### src/rtl/hazard_pkg.sv
// Shared types and constants for the hazard/stall controller and its
// multiply/divide sequencer.
package hazard_pkg;

    // Multiply/divide sequencer state encoding
    typedef enum logic [1:0] {
        MD_IDLE = 2'd0,
        MD_BUSY = 2'd1,
        MD_DONE = 2'd2
    } md_state_e;

    // Default occupancy of the HI/LO unit, in cycles
    localparam int MUL_CYCLES_DEF = 4;
    localparam int DIV_CYCLES_DEF = 33;

    // Source/destination match: $zero never creates a dependency, and an
    // operand the instruction does not read never matches.
    function automatic logic reg_match(input logic [4:0] src,
                                       input logic       use_src,
                                       input logic [4:0] dst);
        return use_src && (src != 5'd0) && (src == dst);
    endfunction

endpackage

### src/rtl/hazard_stall_ctrl_md_seq.sv
// md_seq: busy/done sequencer for the multi-cycle HI/LO unit.
// start loads the down-counter with (N-1); the FSM leaves BUSY when the
// counter reaches zero, spends one cycle in DONE, then returns to IDLE.
module md_seq
    import hazard_pkg::*;
#(
    parameter int MUL_CYCLES = MUL_CYCLES_DEF,
    parameter int DIV_CYCLES = DIV_CYCLES_DEF
) (
    input  logic clk,
    input  logic reset,
    input  logic start,
    input  logic div,
    input  logic flush,
    output logic busy,
    output logic done,
    output logic sel_div
);

    localparam int MAXC = (MUL_CYCLES > DIV_CYCLES) ? MUL_CYCLES : DIV_CYCLES;
    localparam int CW   = (MAXC > 1) ? $clog2(MAXC) : 1;
    localparam logic [CW-1:0] MUL_LOAD = CW'(MUL_CYCLES - 1);
    localparam logic [CW-1:0] DIV_LOAD = CW'(DIV_CYCLES - 1);

    md_state_e       state, state_nx;
    logic [CW-1:0]   cnt, cnt_nx;
    logic            sel_nx;

    // State, counter and operation-select registers
    always_ff @(posedge clk or posedge reset) begin
        if (reset) begin
            state   <= MD_IDLE;
            cnt     <= '0;
            sel_div <= 1'b0;
        end else begin
            state   <= state_nx;
            cnt     <= cnt_nx;
            sel_div <= sel_nx;
        end
    end

    // Next-state logic; a flush abandons the operation and swallows md_done
    always_comb begin
        state_nx = state;
        cnt_nx   = cnt;
        sel_nx   = sel_div;
        done     = 1'b0;
        case (state)
            MD_IDLE: begin
                if (start) begin
                    state_nx = MD_BUSY;
                    cnt_nx   = div ? DIV_LOAD : MUL_LOAD;
                    sel_nx   = div;
                end
            end
            MD_BUSY: begin
                if (flush)
                    state_nx = MD_IDLE;
                else if (cnt == '0)
                    state_nx = MD_DONE;
                else
                    cnt_nx = cnt - 1'b1;
            end
            MD_DONE: begin
                done     = ~flush;
                state_nx = MD_IDLE;
            end
            default: state_nx = MD_IDLE;
        endcase
    end

    assign busy = (state != MD_IDLE);

endmodule

### src/rtl/hazard_stall_ctrl.sv
// hazard_stall_ctrl: combinational stall/bubble decision for the 5-stage
// core (load-use, branch-in-ID operand, HI/LO hazards) plus the HI/LO
// sequencer. Optional stall counter enabled by HAZARD_PERF_CNT_EN.
module hazard_stall_ctrl
    import hazard_pkg::*;
#(
    parameter int MUL_CYCLES = MUL_CYCLES_DEF,
    parameter int DIV_CYCLES = DIV_CYCLES_DEF
`ifdef HAZARD_PERF_CNT_EN
   ,parameter int CNT_W      = 32
`endif
) (
    input  logic       clk,
    input  logic       reset,
    input  logic [4:0] id_rs,
    input  logic [4:0] id_rt,
    input  logic       id_use_rs,
    input  logic       id_use_rt,
    input  logic       id_is_branch,
    input  logic       id_is_mfhilo,
    input  logic       id_is_md,
    input  logic       id_md_div,
    input  logic       ex_reg_write,
    input  logic       ex_mem_read,
    input  logic [4:0] ex_rd,
    input  logic       mem_mem_read,
    input  logic [4:0] mem_rd,
    input  logic       flush,
    output logic       stall_pc,
    output logic       stall_if_id,
    output logic       bubble_id_ex,
    output logic       md_busy,
    output logic       md_done,
    output logic       md_sel_div
`ifdef HAZARD_PERF_CNT_EN
   ,output logic [CNT_W-1:0] stall_cnt
`endif
);

    logic ex_hit, mem_hit;
    logic load_use, br_ex, br_mem, md_hz;
    logic stall, stall_eff, md_start;

    // Hazard terms; the stall path is purely combinational
    always_comb begin
        ex_hit    = reg_match(id_rs, id_use_rs, ex_rd)  | reg_match(id_rt, id_use_rt, ex_rd);
        mem_hit   = reg_match(id_rs, id_use_rs, mem_rd) | reg_match(id_rt, id_use_rt, mem_rd);
        load_use  = ex_mem_read & ex_hit;
        br_ex     = id_is_branch & ex_reg_write & ex_hit;
        br_mem    = id_is_branch & mem_mem_read & mem_hit;
        md_hz     = (id_is_md | id_is_mfhilo) & md_busy;
        stall     = load_use | br_ex | br_mem | md_hz;
        stall_eff = stall & ~flush;
        md_start  = id_is_md & ~stall & ~flush;
    end

    assign stall_pc     = stall_eff;
    assign stall_if_id  = stall_eff;
    assign bubble_id_ex = stall_eff;

    md_seq #(
        .MUL_CYCLES (MUL_CYCLES),
        .DIV_CYCLES (DIV_CYCLES)
    ) u_md_seq (
        .clk     (clk),
        .reset   (reset),
        .start   (md_start),
        .div     (id_md_div),
        .flush   (flush),
        .busy    (md_busy),
        .done    (md_done),
        .sel_div (md_sel_div)
    );

`ifdef HAZARD_PERF_CNT_EN
    // Count every cycle the front end is actually held (wraps)
    always_ff @(posedge clk or posedge reset) begin
        if (reset)
            stall_cnt <= '0;
        else if (stall_eff)
            stall_cnt <= stall_cnt + 1'b1;
    end
`endif

endmodule

### config.mk
export PLATFORM = sky130hd
export DESIGN_NAME = hazard_stall_ctrl
export DESIGN_NICKNAME = d
export VERILOG_FILES = /design/src/rtl/hazard_pkg.sv /design/src/rtl/hazard_stall_ctrl_md_seq.sv /design/src/rtl/hazard_stall_ctrl.sv
export SDC_FILE = /design/constraint.sdc
export NUM_CORES = 1
export LEC_CHECK = 0
export ABC_AREA = 1
export BUFFER_PORTS_ARGS = -buffer_cell sky130_fd_sc_hd__buf_2
export CAP_MARGIN = 20
export CORE_MARGIN = 1.5
export CORE_UTILIZATION = 47
export DETAILED_ROUTE_END_ITERATION = 8
export GPL_ROUTABILITY_DRIVEN = 0
export PLACE_DENSITY = 0.85
export SYNTH_ARGS = -nofsm -noshare
export SYNTH_HDL_FRONTEND = slang
export SYNTH_SLANG_ARGS = --single-unit
### constraint.sdc
create_clock -name clk -period 1.37 [get_ports clk]
set_input_delay 0.137 -clock clk [delete_from_list [all_inputs] [get_ports clk]]
set_output_delay 0.137 -clock clk [all_outputs]
set_load 0.01 [all_outputs]
==> out/results.ini <==
[floorplan]
fp.dieW_microns = 47.60
initial_core_util_pct = 51.87
dieArea_sq_um = 2265
rows = 15
ios = 38
die_y_microns = 47.60
coreArea_sq_um = 1802

[worst_setup_path]
r2r.worst_path.cells = 8
worstSetupPathType = flop to flop
worstPathArrival_ns = 1.52
cp_max_fo = 4
cp-start-kind = flop
cp_cell_sequence = nor2_1, nand2_1, or2_1, nor2_1, xnor2_1, a21oi_1, nand2_1, nand2_1
crit_top_cell = nand2_1
cp-end-kind = flop
slowest_delay_ns = 0.42
worst_path_max_delay_cell = dfrtp_1
worstPathRequired_ns = 1.53

[yosys]
yosys.area_share.simple_pct = 41.37
netlist_instances = 144
ys_warn_count = 0
yosysTopAreaCell = dfrtp_1
synthArstFlopShare_pct = 100.0
synth_cell_type_count = 24
ys.flop_type = dfrtp_1
synth_top_family_by_area = simple AND/OR/NAND/NOR gates
synth_edf_count = 0
avgSynthCellArea_sq_um = 6.491
ys_seq_area_share_pct = 24.10
synth.most_common_cell = nand2_1
synth_area_leaders = dfrtp_1 24%, nand2_1 16%, xor2_1 9.4%
synthAdderAreaFrac_pct = 2.677
synthesis.nets = 178
synth.cell_area_sq_um = 934.6
muxShareOfSynthArea_pct = 0
ys_seq_elements = 9
synth_compound_area_share_pct = 5.890
synth_top_area_share_pct = 24.10
synthXorXnorAreaFrac_pct = 15.93
netlist_top_cells_count = 41 x nand2_1, 20 x inv_1, 19 x nor2_1

[power]
power_density_nw_per_um2 = 1226
fin_total_pwr_uw = 1515
ir_drop_uv = 958.3
static-leakage-power_uw = 0.0007120

[detailed_routing]
wirelength_mm = 2.327
drt_iter0_drc = 50
remaining_drc_errors = 0
ant_nets = 0
route.vias.total = 1035
vias_per_cell = 4.882
wl_per_cell_microns = 10.98
firstDrtPassIters = 4

[timing]
final-setup-viol-count = 0
setup_ws_ns = 0.008697
relSlewSlack_pct = 75.74
slew_violations = 0
hold_viol = 0
tightest_slew_ns = 0.3635
fmax_mhz = 734.6
worst_hold_slack_ns = 0.05994
rsz0062_at_grt = true
post-route-min-period_ns = 1.361
fin_worst_skew_ns = 0.004256
fin_crit_sh_pct = 99.37

[global_routing]
antenna_found_initial = 0
groute.usage.overall_pct = 21.16
grt_pass1_wl_mm = 3.443
grt_max_degree = 10
gr-total-overflow = 0
grt_pass1_vias = 896

[layout]
layoutNonFillerInstCount = 212
layout-drive-gt1-share_pct = 33.16
n_antenna_cell = 0
filler_cell_count = 147
fin_util_pct = 68.61
area_growth_pct = 32.26
fin_nets = 222

[hold_path]
hold_depth = 2
min-delay-path-class = primary input to flop

[flow_run]
drv_cap = 0

[placement]
hpwl_mm = 1.754
pre_cts_ws_ns = 0.03611
io_buffers = 37
dp_cells = 206

[clocking]
cts_made_buffers = 3
clk_pin_slew_ns = 0.06
insertion_delay_ns = 0.27
htreeDepth = 1
clockRootBuffer = clkbuf_4
cts_tree = yes
clkSinkCount = 9
cts_buffer_depth = 2

[outcome]
outcome = completed

==> report_power, final <==
group          switching [uW]  leakage [uW]  internal (uW)
sequential               91.5      0.000117            364
combinational             468      0.000580            383
clock                    95.7     0.0000150            112
==> worst max-delay path: cells and delay by family, from the launching register on <==
family	cells	cell delay, ns
XOR/XNOR	1	0.13
AO/OA/AOI/OAI	1	0.08
flip-flops	1	0.42
AND/OR/NAND/NOR	6	0.63
==> placed cells by master (no fill, tap or decap), types with 2 or more instances in the layout <==
cell	count
dfrtp_1	9
clkbuf_4	3
nand2_2	3
ha_1	2
nand3_1	14
buf_6	3
a21oi_1	3
buf_4	4
xor2_1	10
xnor2_1	5
o21ai_0	2
inv_1	13
xnor2_2	2
buf_2	33
nor2_1	18
inv_2	8
nor3_1	2
nand2_1	40
==> layer usage <==
| layer | up-vias | share of wire, % | wire [microns] | global-route usage (%) |
|---|---|---|---|---|
| met4 | 0 | 0.17 | 4 | 2.162 |
| li1 | 529 | - | - | - |
| met5 | - | 0 | 0 | 0 |
| met3 | 2 | 8.5 | 198 | 6.792 |
| met2 | 48 | 50 | 1170 | 38.38 |
| met1 | 456 | 41 | 954 | 25.29 |
==> metrics by stage <==
step	setup TNS, ns	instance area, sq um
after global placement	0	1151
after floorplan	0	934.6
after detailed placement	0	1151
after global routing	-0.5743	1236
after CTS	0	1190
final	0	1236
==> final cells by class <==
type / count / area, sq um / share of cell area, %
multi-input cells: 112 / 635.6 / 51.42
repair buffers: 41 / 239.0 / 19.33
flip-flops and latches: 9 / 225.2 / 18.22
inverters: 21 / 78.83 / 6.376
well taps: 25 / 31.28 / 2.530
clock buffers: 4 / 26.28 / 2.125
==> timing repair <==
action | CTS | global route
resized for setup | 1 | 14
setup endpoints to repair | 3 | 9
pin swaps | 0 | 6
setup buffers | 0 | 1
hold buffers | 1 | 0
hold endpoints to repair | 9 | 0
==> final timing paths <==
kind,slack [ns],endpoint,from
setup / recovery,0.009,u_md_seq.cnt[5]$_DFFE_PP0P_,u_md_seq.cnt[2]$_DFFE_PP0P_
hold / removal,0.06,u_md_seq.state[1]$_DFFE_PP0P_,flush
setup reg to reg,0.009,u_md_seq.cnt[5]$_DFFE_PP0P_,u_md_seq.cnt[2]$_DFFE_PP0P_
hold reg to reg,0.49,u_md_seq.sel_div$_DFFE_PP0P_,u_md_seq.sel_div$_DFFE_PP0P_
max in group asynchronous,0.70,u_md_seq.cnt[1]$_DFFE_PP0P_,reset
min in group asynchronous,0.40,u_md_seq.state[0]$_DFFE_PP0P_,reset
==> state kept, by name (all words and copies together), names as in the netlist <==
name and cells:
u_md_seq.sel_div 1, u_md_seq.cnt 6, u_md_seq.state 2
==> cells by family after synthesis <==
| group | count (synthesis) |
|---|---|
| flip-flops | 9 |
| XOR/XNOR | 17 |
| adder cells (fa/ha/maj) | 2 |
| buffers and inverters | 23 |
| AO/OA/AOI/OAI | 8 |
| AND/OR/NAND/NOR | 85 |
Note: power is estimated with default switching activity, not from simulation.
